$ cat src/rtl/gcd_stream_unit.sv
`default_nettype none
// ============================================================================
// Module      : gcd_stream_unit
// Description : Streaming GCD accelerator. Operands arrive on independent A/B
//               valid/ready streams, are buffered, paired in arrival order and
//               reduced by a subtract-and-compare engine (one step per cycle).
//               Results leave in pair order through a first-word fall-through
//               valid/ready output FIFO.
// Revision    : 1.0 - initial release
// ============================================================================
module gcd_stream_unit #(
  parameter int WIDTH = 8,
  parameter int DEPTH = 4
) (
  input  logic             clk_i,
  input  logic             rst_ni,
  input  logic             a_valid_i,
  input  logic [WIDTH-1:0] a_data_i,
  output logic             a_ready_o,
  input  logic             b_valid_i,
  input  logic [WIDTH-1:0] b_data_i,
  output logic             b_ready_o,
  output logic             y_valid_o,
  output logic [WIDTH-1:0] y_data_o,
  input  logic             y_ready_i,
  output logic             busy_o
);

  localparam int            AW       = $clog2(DEPTH);
  localparam logic [AW:0]   CNT_FULL = (AW+1)'(DEPTH);
  localparam logic [AW:0]   CNT_ONE  = (AW+1)'(1);
  localparam logic [AW-1:0] PTR_ONE  = AW'(1);

  typedef enum logic [1:0] {
    ST_IDLE = 2'd0,
    ST_CALC = 2'd1,
    ST_DONE = 2'd2
  } state_e;

  // FIFO storage and bookkeeping
  logic [WIDTH-1:0] a_mem_q [DEPTH];
  logic [WIDTH-1:0] b_mem_q [DEPTH];
  logic [WIDTH-1:0] y_mem_q [DEPTH];
  logic [AW-1:0]    a_wr_q, a_wr_d, a_rd_q, a_rd_d;
  logic [AW-1:0]    b_wr_q, b_wr_d, b_rd_q, b_rd_d;
  logic [AW-1:0]    y_wr_q, y_wr_d, y_rd_q, y_rd_d;
  logic [AW:0]      a_cnt_q, a_cnt_d, b_cnt_q, b_cnt_d, y_cnt_q, y_cnt_d;

  // Engine state
  state_e           state_q, state_d;
  logic [WIDTH-1:0] ra_q, ra_d, rb_q, rb_d, res_q, res_d;

  // Handshake qualifiers
  logic a_full, a_empty, b_full, b_empty, y_full, y_empty;
  logic a_push, b_push, eng_pop, y_push, y_pop;

  assign a_full  = (a_cnt_q == CNT_FULL);
  assign a_empty = (a_cnt_q == '0);
  assign b_full  = (b_cnt_q == CNT_FULL);
  assign b_empty = (b_cnt_q == '0);
  assign y_full  = (y_cnt_q == CNT_FULL);
  assign y_empty = (y_cnt_q == '0);

  // Ready comes from the registered count only, so a same-cycle pop on a full
  // FIFO never opens a write-through path.
  assign a_ready_o = !a_full;
  assign b_ready_o = !b_full;
  assign y_valid_o = !y_empty;
  assign y_data_o  = y_empty ? '0 : y_mem_q[y_rd_q];
  assign busy_o    = (state_q != ST_IDLE);

  assign a_push  = a_valid_i && !a_full;
  assign b_push  = b_valid_i && !b_full;
  assign eng_pop = (state_q == ST_IDLE) && !a_empty && !b_empty;
  assign y_push  = (state_q == ST_DONE) && !y_full;
  assign y_pop   = y_ready_i && !y_empty;

  // Pointer and occupancy update for all three FIFOs
  always_comb begin
    a_wr_d  = a_push  ? a_wr_q + PTR_ONE : a_wr_q;
    a_rd_d  = eng_pop ? a_rd_q + PTR_ONE : a_rd_q;
    b_wr_d  = b_push  ? b_wr_q + PTR_ONE : b_wr_q;
    b_rd_d  = eng_pop ? b_rd_q + PTR_ONE : b_rd_q;
    y_wr_d  = y_push  ? y_wr_q + PTR_ONE : y_wr_q;
    y_rd_d  = y_pop   ? y_rd_q + PTR_ONE : y_rd_q;
    a_cnt_d = a_cnt_q;
    b_cnt_d = b_cnt_q;
    y_cnt_d = y_cnt_q;
    case ({a_push, eng_pop})
      2'b10:   a_cnt_d = a_cnt_q + CNT_ONE;
      2'b01:   a_cnt_d = a_cnt_q - CNT_ONE;
      default: a_cnt_d = a_cnt_q;
    endcase
    case ({b_push, eng_pop})
      2'b10:   b_cnt_d = b_cnt_q + CNT_ONE;
      2'b01:   b_cnt_d = b_cnt_q - CNT_ONE;
      default: b_cnt_d = b_cnt_q;
    endcase
    case ({y_push, y_pop})
      2'b10:   y_cnt_d = y_cnt_q + CNT_ONE;
      2'b01:   y_cnt_d = y_cnt_q - CNT_ONE;
      default: y_cnt_d = y_cnt_q;
    endcase
  end

  // Engine next state: pair load, subtract-and-compare, result hand-off
  always_comb begin
    state_d = state_q;
    ra_d    = ra_q;
    rb_d    = rb_q;
    res_d   = res_q;
    case (state_q)
      ST_IDLE: begin
        if (eng_pop) begin
          ra_d    = a_mem_q[a_rd_q];
          rb_d    = b_mem_q[b_rd_q];
          state_d = ST_CALC;
        end
      end
      ST_CALC: begin
        // Only the larger operand is reduced, so no step can underflow.
        if (ra_q == '0) begin
          res_d   = rb_q;
          state_d = ST_DONE;
        end else if (rb_q == '0) begin
          res_d   = ra_q;
          state_d = ST_DONE;
        end else if (ra_q == rb_q) begin
          res_d   = ra_q;
          state_d = ST_DONE;
        end else if (ra_q > rb_q) begin
          ra_d = ra_q - rb_q;
        end else begin
          rb_d = rb_q - ra_q;
        end
      end
      ST_DONE: begin
        if (!y_full) state_d = ST_IDLE;
      end
      default: state_d = ST_IDLE;
    endcase
  end

  // Control registers with asynchronous reset
  always_ff @(posedge clk_i or negedge rst_ni) begin
    if (!rst_ni) begin
      a_wr_q  <= '0;
      a_rd_q  <= '0;
      a_cnt_q <= '0;
      b_wr_q  <= '0;
      b_rd_q  <= '0;
      b_cnt_q <= '0;
      y_wr_q  <= '0;
      y_rd_q  <= '0;
      y_cnt_q <= '0;
      state_q <= ST_IDLE;
      ra_q    <= '0;
      rb_q    <= '0;
      res_q   <= '0;
    end else begin
      a_wr_q  <= a_wr_d;
      a_rd_q  <= a_rd_d;
      a_cnt_q <= a_cnt_d;
      b_wr_q  <= b_wr_d;
      b_rd_q  <= b_rd_d;
      b_cnt_q <= b_cnt_d;
      y_wr_q  <= y_wr_d;
      y_rd_q  <= y_rd_d;
      y_cnt_q <= y_cnt_d;
      state_q <= state_d;
      ra_q    <= ra_d;
      rb_q    <= rb_d;
      res_q   <= res_d;
    end
  end

  // FIFO storage; contents are only visible through non-empty heads
  always_ff @(posedge clk_i) begin
    if (a_push) a_mem_q[a_wr_q] <= a_data_i;
    if (b_push) b_mem_q[b_wr_q] <= b_data_i;
    if (y_push) y_mem_q[y_wr_q] <= res_q;
  end

endmodule
`default_nettype wire

$ cat config.mk
export PLATFORM = sky130hd
export DESIGN_NAME = gcd_stream_unit
export DESIGN_NICKNAME = d
export VERILOG_FILES = /design/src/rtl/gcd_stream_unit.sv
export SDC_FILE = /design/constraint.sdc
export NUM_CORES = 1
export LEC_CHECK = 0
export ABC_CLOCK_PERIOD_IN_PS = 3720
export CORE_ASPECT_RATIO = 1.4
export CORE_MARGIN = 1.5
export CORE_UTILIZATION = 36
export DETAILED_ROUTE_END_ITERATION = 8
export REMOVE_ABC_BUFFERS = 1
export SKIP_LAST_GASP = 1
export SYNTH_ARGS = -nofsm -noshare
export SYNTH_HDL_FRONTEND = slang
export SYNTH_SLANG_ARGS = --single-unit
$ cat constraint.sdc
create_clock -name clk_i -period 3.72 [get_ports clk_i]
set_input_delay 0.372 -clock clk_i [delete_from_list [all_inputs] [get_ports clk_i]]
set_output_delay 0.372 -clock clk_i [all_outputs]
set_load 0.05 [all_outputs]
==> results_dict.tcl <==
set metrics [dict create \
    clockBufferDepth 2 \
    cpPeakStageDelay_ps 710 \
    routedWlPerCell_um 16.6 \
    cp_cell_sequence "mux4_2 -> and2_1 -> clkdlybuf4s50_1" \
    seq_area_frac_synth 0.599 \
    drcViolationCount 0 \
    cts-buffers-inserted 17 \
    startpoint_type "flip-flop" \
    setup_violations 0 \
    dp.final_hpwl_mm 9.34 \
    n_antenna_cell 0 \
    grt_pass1_vias 4120 \
    intPower_uw 4950 \
    grt_pass1_wl_mm 21.6 \
    die_w_um 119 \
    critPathCaptureType "output port" \
    yosys-top-cells-area "edfxtp_1 (43%), dfrtp_1 (17%), mux4_2 (8.0%)" \
    areaGrowthSynthToFinish_pct 17.7 \
    grtUsageTotal 0.144 \
    cts.clk_slew.worst_paths_ps 60 \
    worstPathRequired_ps 3350 \
    synth_edf_count 96 \
    drt-pass1-iter-count 4 \
    fin_crit_ps 2940 \
    critPathArrivalTime_ps 2570 \
    clock.fmax_mhz 340 \
    pin_count 33 \
    start_util 0.365 \
    p_leak_uw 0.00302 \
    tritoncts "built" \
    drive_above_1_share 0.139 \
    ys_warn_count 0 \
    gp_congestion 0.919 \
    clock_sinks 143 \
    post-synth-top-count-cell "edfxtp_1" \
    fin_total_pwr_uw 7940 \
    synthesis.instances 485 \
    grt_max_degree 41 \
    dr_total_vias 3887 \
    relSlewSlack 0.514 \
    global_route.overflow_total 0 \
    sequentialPowerShare 0.329 \
    ant_nets 0 \
    cap_violations 0 \
    power_density_nw_per_um2 996 \
    port_buffers 32 \
    nNetsFinal 577 \
    worst_pin_slew_ps 726 \
    core_um2 18500 \
    outcome "completed" \
    skew_ps 6.86 \
    p_sw_uw 2980 \
    ys.flop_type "edfxtp_1" \
    netlist.area_leader.share 0.426 \
    synth_cell_types 53 \
    combPwrFrac 0.442 \
    finalHoldViolCount 0 \
    clockPowerShare 0.229 \
    cts_resized 0 \
    via_per_inst 5.00 \
    p_sw_frac 0.376 \
    worstPathMaxFanout 10 \
    path_class "reg -> out" \
    slew_violations 0 \
    worst_hold_path_type "in -> async" \
    fp.dieH_um 165 \
    die_area_um2 19700 \
    drtIter0Drc 204 \
    synth-seq-cells 143 \
    cts_root_buf "clkbuf_16" \
    timing.setup.tns_ps 0 \
    synth_area_um2 6770 \
    cpMaxStageDelayCell "dfrtp_1" \
    async_flop_share 0.329 \
    clk_latency_ps 420 \
    antenna_found_initial 0 \
    wl_mm 12.9 \
    yosys-top-cells-count "edfxtp_1 (96), dfrtp_1 (47), inv_1 (38)" \
    rsz0062_at_grt "no" \
    avgSynthCellArea_um2 14.0 \
    fin_crit_sh 0.790 \
    htree_levels 4 \
    rows 59 \
    fillers 1652 \
    vdd_drop_max_uv 369 \
    synth_top_cell_by_area "edfxtp_1" \
]
[timing repair]
action,in CTS,in global routing
buffers inserted,0,0
hold buffers,1,0
endpoints found under the hold margin,7,0
setup endpoints to repair,0,0
[power groups by stage]
stage | Clock, uW | Sequential [uW] | Combinational, uW
6_report | 1820 | 2610 | 3500
3_3_place_gp | 0 | 2620 | 3440
2_1_floorplan | 0 | 2510 | 2670
3_5_place_dp | 0 | 2650 | 3510
5_1_grt | 1930 | 2680 | 3910
4_1_cts | 1860 | 2620 | 3520
[layout make-up]
cell class                 count  area, um^2  area share
multi-input combinational    285        2480       0.311
tap                          244         305      0.0383
timing repair buffer          36         348      0.0436
clock buffer                  21         450      0.0565
sequential                   143        4060       0.509
clock inverter                11         188      0.0236
inverter                      38         143      0.0179
[kinds of logic (layout without fill, tap and decap cells)]
logic type | Yosys count | in the layout | share of synthesized area
buffers and inverters | 57 | 106 | 0.0349
adder cells (fa/ha/maj) | 35 | 35 | 0.0702
XOR/XNOR | 19 | 19 | 0.0246
AND/OR/NAND/NOR | 121 | 121 | 0.0957
AO/OA/AOI/OAI | 70 | 70 | 0.0702
multiplexers | 40 | 40 | 0.105
flip-flops | 143 | 143 | 0.599
[final timing paths]
check	startpoint	end	slack, ps	cells past startpoint
setup / recovery	y_rd_q[0]	y_data_o[0]	780	3
hold / removal	rst_ni	a_wr_q[0]	330	2
setup reg to reg	state_q[1]	a_cnt_q[2]	970	9
hold reg to reg	b_cnt_q[0]	b_cnt_q[0]	500	1
max in group asynchronous	rst_ni	res_q[5]	2600	3
min in group clk_i	b_cnt_q[0]	b_cnt_q[0]	500	1
[metrics by stage]
step           std cells  cell area, um^2  hold slack, ps  worst slack, ps   util
2_1_floorplan        466             6680            76.4             1070      -
3_3_place_gp         745             7320             233             1020  0.395
3_5_place_dp         745             7320             236              955  0.395
4_1_cts              778             7970             320              710  0.430
5_1_grt              778             7970             332              632  0.430
6_report             778             7970             334              780  0.430
[critical path: cells and delay by family (launching register included)]
kind          cells  cell delay (ps)
flops             1              710
buf+inv           1              690
mux               1              580
simple gates      1              170
[per-layer routing]
layer	wire (um)	global-route usage
met2	7210	0.268
met5	0	0
met3	380	0.0395
met1	5040	0.156
met4	299	0.0581
[state kept, by name, indices dropped and copies added (netlist names)]
register and cells:
res_q 8, y_mem_q 32, a_mem_q 32, b_mem_q 32, a_wr_q 2, b_cnt_q 3
a_cnt_q 3, state_q 2, y_cnt_q 3, y_rd_q 2, rb_q 8, a_rd_q 2
b_wr_q 2, ra_q 8, y_wr_q 2, b_rd_q 2
[cell usage in the layout, fill, tap and decap left out, types with 3 or more instances in the layout]
| cell | instances |
|---|---|
| o31ai_1 | 3 |
| nor2b_1 | 4 |
| dfrtp_1 | 47 |
| clkbuf_16 | 17 |
| a211oi_1 | 7 |
| o21ai_0 | 14 |
| o31a_1 | 3 |
| buf_4 | 3 |
| xor2_1 | 8 |
| nor4_1 | 8 |
| clkbuf_1 | 3 |
| a21oi_1 | 30 |
| xnor2_1 | 11 |
| nand2_1 | 21 |
| nand2b_1 | 6 |
| bufinv_16 | 5 |
| and2_1 | 16 |
| edfxtp_1 | 96 |
| mux2i_1 | 8 |
| fa_1 | 5 |
| nor2_1 | 28 |
| clkdlybuf4s50_1 | 31 |
| mux2_2 | 8 |
| or4_1 | 3 |
| nand3_1 | 6 |
| nand4_1 | 3 |
| mux4_2 | 24 |
| inv_1 | 38 |
| ha_1 | 30 |
| and3_1 | 8 |
| nor3_1 | 5 |
(Power assumes the default switching activity.)
